<file path="src/rtl/cache_base_pkg.sv">
// Shared types and constants for the base direct-mapped, write-through cache controller.
package cache_base_pkg;

    localparam int CACHE_INDEX_BITS     = 5;
    localparam int CACHE_WORDS_PER_LINE = 16;

    typedef enum logic [3:0] {
        IDLE,
        TAG_CHECK,
        RD_RESP,
        WR_MEM_REQ,
        WR_MEM_WAIT,
        WR_RESP,
        REFILL_REQ,
        REFILL_WAIT,
        REFILL_UPD
    } cache_ctrl_state_t;

endpackage

</file>
<file path="src/rtl/cache_base_ctrl_valid_bits.sv">
// Per-line valid flags: combinational read by index, synchronous set, async clear on reset.
module cache_valid_bits
    import cache_base_pkg::*;
#(
    parameter int index_bits = CACHE_INDEX_BITS
) (
    input  logic                  clk,
    input  logic                  reset,
    input  logic                  set_en,
    input  logic [index_bits-1:0] set_index,
    input  logic [index_bits-1:0] rd_index,
    output logic                  rd_valid
);

    logic [2**index_bits-1:0] valid_q;

    always_ff @(posedge clk or negedge reset) begin
        if (!reset) begin
            valid_q <= '0;
        end else if (set_en) begin
            valid_q[set_index] <= 1'b1;
        end
    end

    assign rd_valid = valid_q[rd_index];

endmodule

</file>
<file path="src/rtl/cache_base_ctrl.sv">
// Control FSM for the base cache: tag check, hit response, 16-word refill, write-through.
module cache_base_ctrl
    import cache_base_pkg::*;
#(
    parameter int index_bits     = CACHE_INDEX_BITS,
    parameter int words_per_line = CACHE_WORDS_PER_LINE
) (
    input  logic                  clk,
    input  logic                  reset,
    input  logic                  memreq_val,
    output logic                  memreq_rdy,
    output logic                  memresp_val,
    input  logic                  memresp_rdy,
    output logic                  cache_req_val,
    input  logic                  cache_req_rdy,
    input  logic                  cache_resp_val,
    output logic                  cache_resp_rdy,
    input  logic                  tag_array_match,
    input  logic [index_bits-1:0] index,
    input  logic                  read,
    output logic                  data_array_r_en,
    output logic                  data_array_w_en,
    output logic                  data_array_write_mux_sel,
    output logic                  tag_array_w_en,
    output logic                  cache_req_is_refill,
    output logic [4:0]            received_mem_resp_num
);

    localparam logic [4:0] LAST_WORD = 5'(words_per_line - 1);

    cache_ctrl_state_t state, state_nxt;
    logic [4:0]        cnt;
    logic              line_valid;
    logic              hit;
    logic              valid_set;

    cache_valid_bits #(
        .index_bits (index_bits)
    ) u_valid_bits (
        .clk       (clk),
        .reset     (reset),
        .set_en    (valid_set),
        .set_index (index),
        .rd_index  (index),
        .rd_valid  (line_valid)
    );

    assign hit                   = line_valid & tag_array_match;
    assign received_mem_resp_num = cnt;

    always_ff @(posedge clk or negedge reset) begin
        if (!reset) begin
            state <= IDLE;
            cnt   <= '0;
        end else begin
            state <= state_nxt;
            if (state == TAG_CHECK && state_nxt == REFILL_REQ) begin
                cnt <= '0;
            end else if (state == REFILL_WAIT && cache_resp_val && cnt != LAST_WORD) begin
                cnt <= cnt + 5'd1;
            end
        end
    end

    always_comb begin
        state_nxt                = state;
        memreq_rdy               = 1'b0;
        memresp_val              = 1'b0;
        cache_req_val            = 1'b0;
        cache_resp_rdy           = 1'b0;
        data_array_r_en          = 1'b0;
        data_array_w_en          = 1'b0;
        data_array_write_mux_sel = 1'b0;
        tag_array_w_en           = 1'b0;
        cache_req_is_refill      = 1'b0;
        valid_set                = 1'b0;
        case (state)
            IDLE: begin
                memreq_rdy = 1'b1;
                if (memreq_val) state_nxt = TAG_CHECK;
            end
            TAG_CHECK: begin
                data_array_r_en = 1'b1;
                if (read) begin
                    state_nxt = hit ? RD_RESP : REFILL_REQ;
                end else begin
                    // Write hits update the resident word; misses leave the arrays alone.
                    data_array_w_en = hit;
                    state_nxt       = WR_MEM_REQ;
                end
            end
            RD_RESP: begin
                memresp_val     = 1'b1;
                data_array_r_en = 1'b1;
                if (memresp_rdy) state_nxt = IDLE;
            end
            WR_MEM_REQ: begin
                cache_req_val = 1'b1;
                if (cache_req_rdy) state_nxt = WR_MEM_WAIT;
            end
            WR_MEM_WAIT: begin
                cache_resp_rdy = 1'b1;
                if (cache_resp_val) state_nxt = WR_RESP;
            end
            WR_RESP: begin
                memresp_val = 1'b1;
                if (memresp_rdy) state_nxt = IDLE;
            end
            REFILL_REQ: begin
                cache_req_val       = 1'b1;
                cache_req_is_refill = 1'b1;
                if (cache_req_rdy) state_nxt = REFILL_WAIT;
            end
            REFILL_WAIT: begin
                cache_resp_rdy = 1'b1;
                if (cache_resp_val) begin
                    data_array_w_en          = 1'b1;
                    data_array_write_mux_sel = 1'b1;
                    state_nxt = (cnt == LAST_WORD) ? REFILL_UPD : REFILL_REQ;
                end
            end
            REFILL_UPD: begin
                // Line becomes valid only once every word has landed.
                tag_array_w_en = 1'b1;
                valid_set      = 1'b1;
                state_nxt      = TAG_CHECK;
            end
            default: state_nxt = IDLE;
        endcase
    end

    cache_resp_protocol: assert property (@(posedge clk) disable iff (!reset)
        cache_resp_val |-> (state == WR_MEM_WAIT || state == REFILL_WAIT));

endmodule

</file>
<file path="config.mk">
export PLATFORM = sky130hd
export DESIGN_NAME = cache_base_ctrl
export DESIGN_NICKNAME = d
export VERILOG_FILES = /design/src/rtl/cache_base_pkg.sv /design/src/rtl/cache_base_ctrl_valid_bits.sv /design/src/rtl/cache_base_ctrl.sv
export SDC_FILE = /design/constraint.sdc
export NUM_CORES = 1
export LEC_CHECK = 0
export BUFFER_PORTS_ARGS = -buffer_cell sky130_fd_sc_hd__buf_4
export CAP_MARGIN = 15
export CORE_AREA = 2 2 96 52
export CTS_BUF_LIST = sky130_fd_sc_hd__clkbuf_4
export CTS_CLUSTER_DIAMETER = 100
export CTS_CLUSTER_SIZE = 24
export DETAILED_ROUTE_END_ITERATION = 6
export DIE_AREA = 0 0 98 54
export PLACE_DENSITY = 0.72
export REMOVE_ABC_BUFFERS = 1
export SLEW_MARGIN = 20
export SYNTH_ARGS = -nofsm -noshare
export SYNTH_HDL_FRONTEND = slang
export SYNTH_SLANG_ARGS = --single-unit
</file>
<file path="constraint.sdc">
create_clock -name clk -period 3 [get_ports clk]
set_input_delay 0 -clock clk [delete_from_list [all_inputs] [get_ports clk]]
set_output_delay 0 -clock clk [all_outputs]
set_load 0.02 [all_outputs]
</file>
==> flow_metrics.tcl <==
set metrics [dict create \
    finClkSkew_ns 0.01065 \
    synthesis.area_um2 2158 \
    grt_pass1_vias 1513 \
    powerDensity_nw_per_um2 669.6 \
    cts_root_buf "clkbuf_4" \
    min_period_ns 2.075 \
    reg2reg_from "state[0]" \
    syn_inst 202 \
    setup_violations 0 \
    grt_usage_pct 19.39 \
    synth.distinct_cells 45 \
    clk_latency_ns 0.34 \
    clock-sinks 41 \
    drt_first_pass_iters 4 \
    antenna_found_initial 0 \
    max_slew_margin_pct 56.03 \
    preCtsSetupSlack_ns 0.9868 \
    min_period_over_period_pct 69.15 \
    ctsResizeCount 0 \
    grt_pass1_wl_mm 7.831 \
    setup_slack_ns 0.9254 \
    routed_wl_mm 4.868 \
    place.gp.congestion 0.7476 \
    routed_via_density 5.721 \
    peakVddDrop_uv 323.2 \
    ant_nets 0 \
    setup_tns_ns 0 \
    grt_start_max_net_pins 42 \
    yosysWarnings 0 \
    min_path_cells 3 \
    drive_gt1_share_pct 18.26 \
    synth.avg_cell_area_um2 10.68 \
    max-cap-violations 0 \
    cts_tree "yes" \
    crit_arrival_ns 2.30 \
    fp.dieW_um 98 \
    final_common_cell "dfrtp_1" \
    worst_ep_required_time_ns 3.23 \
    ys.flop_type "dfrtp_1" \
    r2r-end "received_mem_resp_num[4]" \
    wire_per_inst_um 16.79 \
    status "finished, final reports clean" \
    leakage_nw 1.294 \
    hold_class "in2reg" \
    layout_common_cells "dfrtp_1, buf_4, a21o_1, o21bai_1" \
    vias 1659 \
    die-area_um2 5292 \
    hold_end "u_valid_bits.valid_q[31]" \
    dp_hpwl_mm 3.292 \
    cts_max_level 2 \
    ys_ff_latch 41 \
    antenna_cells 0 \
    syn_to_final_growth_pct 16.35 \
    ioPinCount 27 \
    clock.fmax_mhz 482.0 \
    cts_buffers 5 \
    tightest_slew_ns 0.6571 \
    synth-edff-count 0 \
    core_area_um2 4572 \
    worstRegToRegCells 5 \
    slew_viol_final 0 \
    die_h_um 54 \
    numPortBuffers 26 \
    drt_iter0_drc 95 \
    nets 244 \
    drc 0 \
    synthArstFlopShare_pct 100.0 \
    cp-end-kind "flip-flop" \
    critical_path_class "reg2reg" \
    hp-start "index[2]" \
    synth_seq_area_share_pct 47.54 \
    rsz0062_at_grt "false" \
    start_util_pct 47.21 \
    hold_violations 0 \
    r2r_slack_ns 0.93 \
    crit_fanout 16 \
    clock_path_buffers 2 \
    clkTransAtPathRegs_ns 0.12 \
    row_count 18 \
    overflow 0 \
    critPathLaunchType "flip-flop" \
]
[through the flow]
stage | hold WS [ns] | std cells | utilization [%] | area [um^2] | total power [W]
after global placement | 0.01338 | 279 | 52.03 | 2379 | 0.001235
after global routing | 0.04141 | 290 | 54.93 | 2511 | 0.001781
after detailed placement | 0.01040 | 279 | 52.03 | 2379 | 0.001241
after CTS | 0.02187 | 290 | 54.93 | 2511 | 0.001685
after floorplan | -0.2956 | 192 | - | 2101 | 0.001026
final | 0.04181 | 290 | 54.93 | 2511 | 0.001682
[cell families (layout without fill, tap and decap cells)]
family | count (synthesis) | in the layout | share of synthesized area, %
buf+inv | 15 | 43 | 3.536
mux | 15 | 15 | 8.116
xor+xnor | 4 | 4 | 1.623
fa+ha+maj | 2 | 2 | 1.159
flops | 41 | 41 | 47.54
compound gates | 64 | 64 | 21.10
simple gates | 61 | 61 | 16.93
[state kept, by name (all words and copies together), names as in the netlist]
name / count
state: 4
received_mem_resp_num: 5
u_valid_bits.valid_q: 32
[report_power, final]
part           leakage, nW  switching, W  internal [W]
sequential           0.563      0.000101      0.000596
combinational        0.676      0.000294      0.000249
clock               0.0552      0.000184      0.000258
total                 1.29      0.000579       0.00110
[synth_stat cells, drive strengths merged (2+ instances only)]
master | count | area [um^2]
and2 | 2 | 12.51
inv | 5 | 18.77
nor3 | 5 | 36.29
or3b | 3 | 28.78
a21oi | 5 | 25.02
clkbuf | 4 | 15.01
xnor2 | 2 | 17.52
mux2i | 13 | 130.1
a211oi | 5 | 37.54
o221ai | 2 | 23.77
and4 | 2 | 20.02
o21bai | 16 | 120.1
o22ai | 4 | 25.02
nand2 | 10 | 37.54
xor2 | 2 | 17.52
dfrtp | 41 | 1026
nor2b | 2 | 12.51
and3 | 2 | 12.51
and3b | 3 | 26.28
mux4 | 2 | 45.04
nand3 | 2 | 10.01
o21ai | 9 | 48.80
buf | 6 | 42.54
a21o | 17 | 127.6
nand2b | 4 | 25.02
nor2 | 13 | 48.80
ha | 2 | 25.02
nand3b | 3 | 22.52
nor3b | 6 | 45.04
[timing repair]
item / CTS / global route
setup endpoints to repair: 0 / 0
setup buffers: 0 / 0
hold buffers: 3 / 0
endpoints found under the hold margin: 43 / 0
[how the worst max path moves through the flow]
stage	endpoint	from	slack, ns	depth (start not counted)
finish	received_mem_resp_num[4]	state[0]	0.93	5
global placement	received_mem_resp_num[4]	state[1]	1.09	5
global route	received_mem_resp_num[4]	state[0]	0.73	5
CTS	data_array_w_en	u_valid_bits.valid_q[15]	0.94	5
floorplan	received_mem_resp_num[3]	received_mem_resp_num[0]	1.07	7
detailed placement	received_mem_resp_num[3]	received_mem_resp_num[0]	0.99	7
[worst max-delay path, stage by stage, from the launching register on]
cell	delay, ns
dfrtp_1	0.66
nor4b_1	0.53
nand2_1	0.14
nor2_1	0.39
a211oi_1	0.11
a21boi_0	0.14
[layout make-up]
cell class | instances | area [um^2]
inverters | 5 | 18.77
clock buffers | 5 | 37.54
fillers | 401 | 2061
multi-input cells | 146 | 1056
well taps | 60 | 75.07
clock inverters | 3 | 65.06
repair buffers | 30 | 232.7
flip-flops and latches | 41 | 1026
[per-layer routing]
| layer | part of all wire, % | GRT usage [%] | up-vias | wire, um |
|---|---|---|---|---|
| met5 | 0 | 0 | - | 0 |
| met4 | 0.47 | 3.704 | 0 | 23 |
| met3 | 7.1 | 4.286 | 5 | 347 |
| met2 | 39 | 26.71 | 45 | 1880 |
| met1 | 54 | 30.81 | 809 | 2616 |
| li1 | - | - | 800 | - |
No activity file was read; power rests on OpenSTA's default activity.
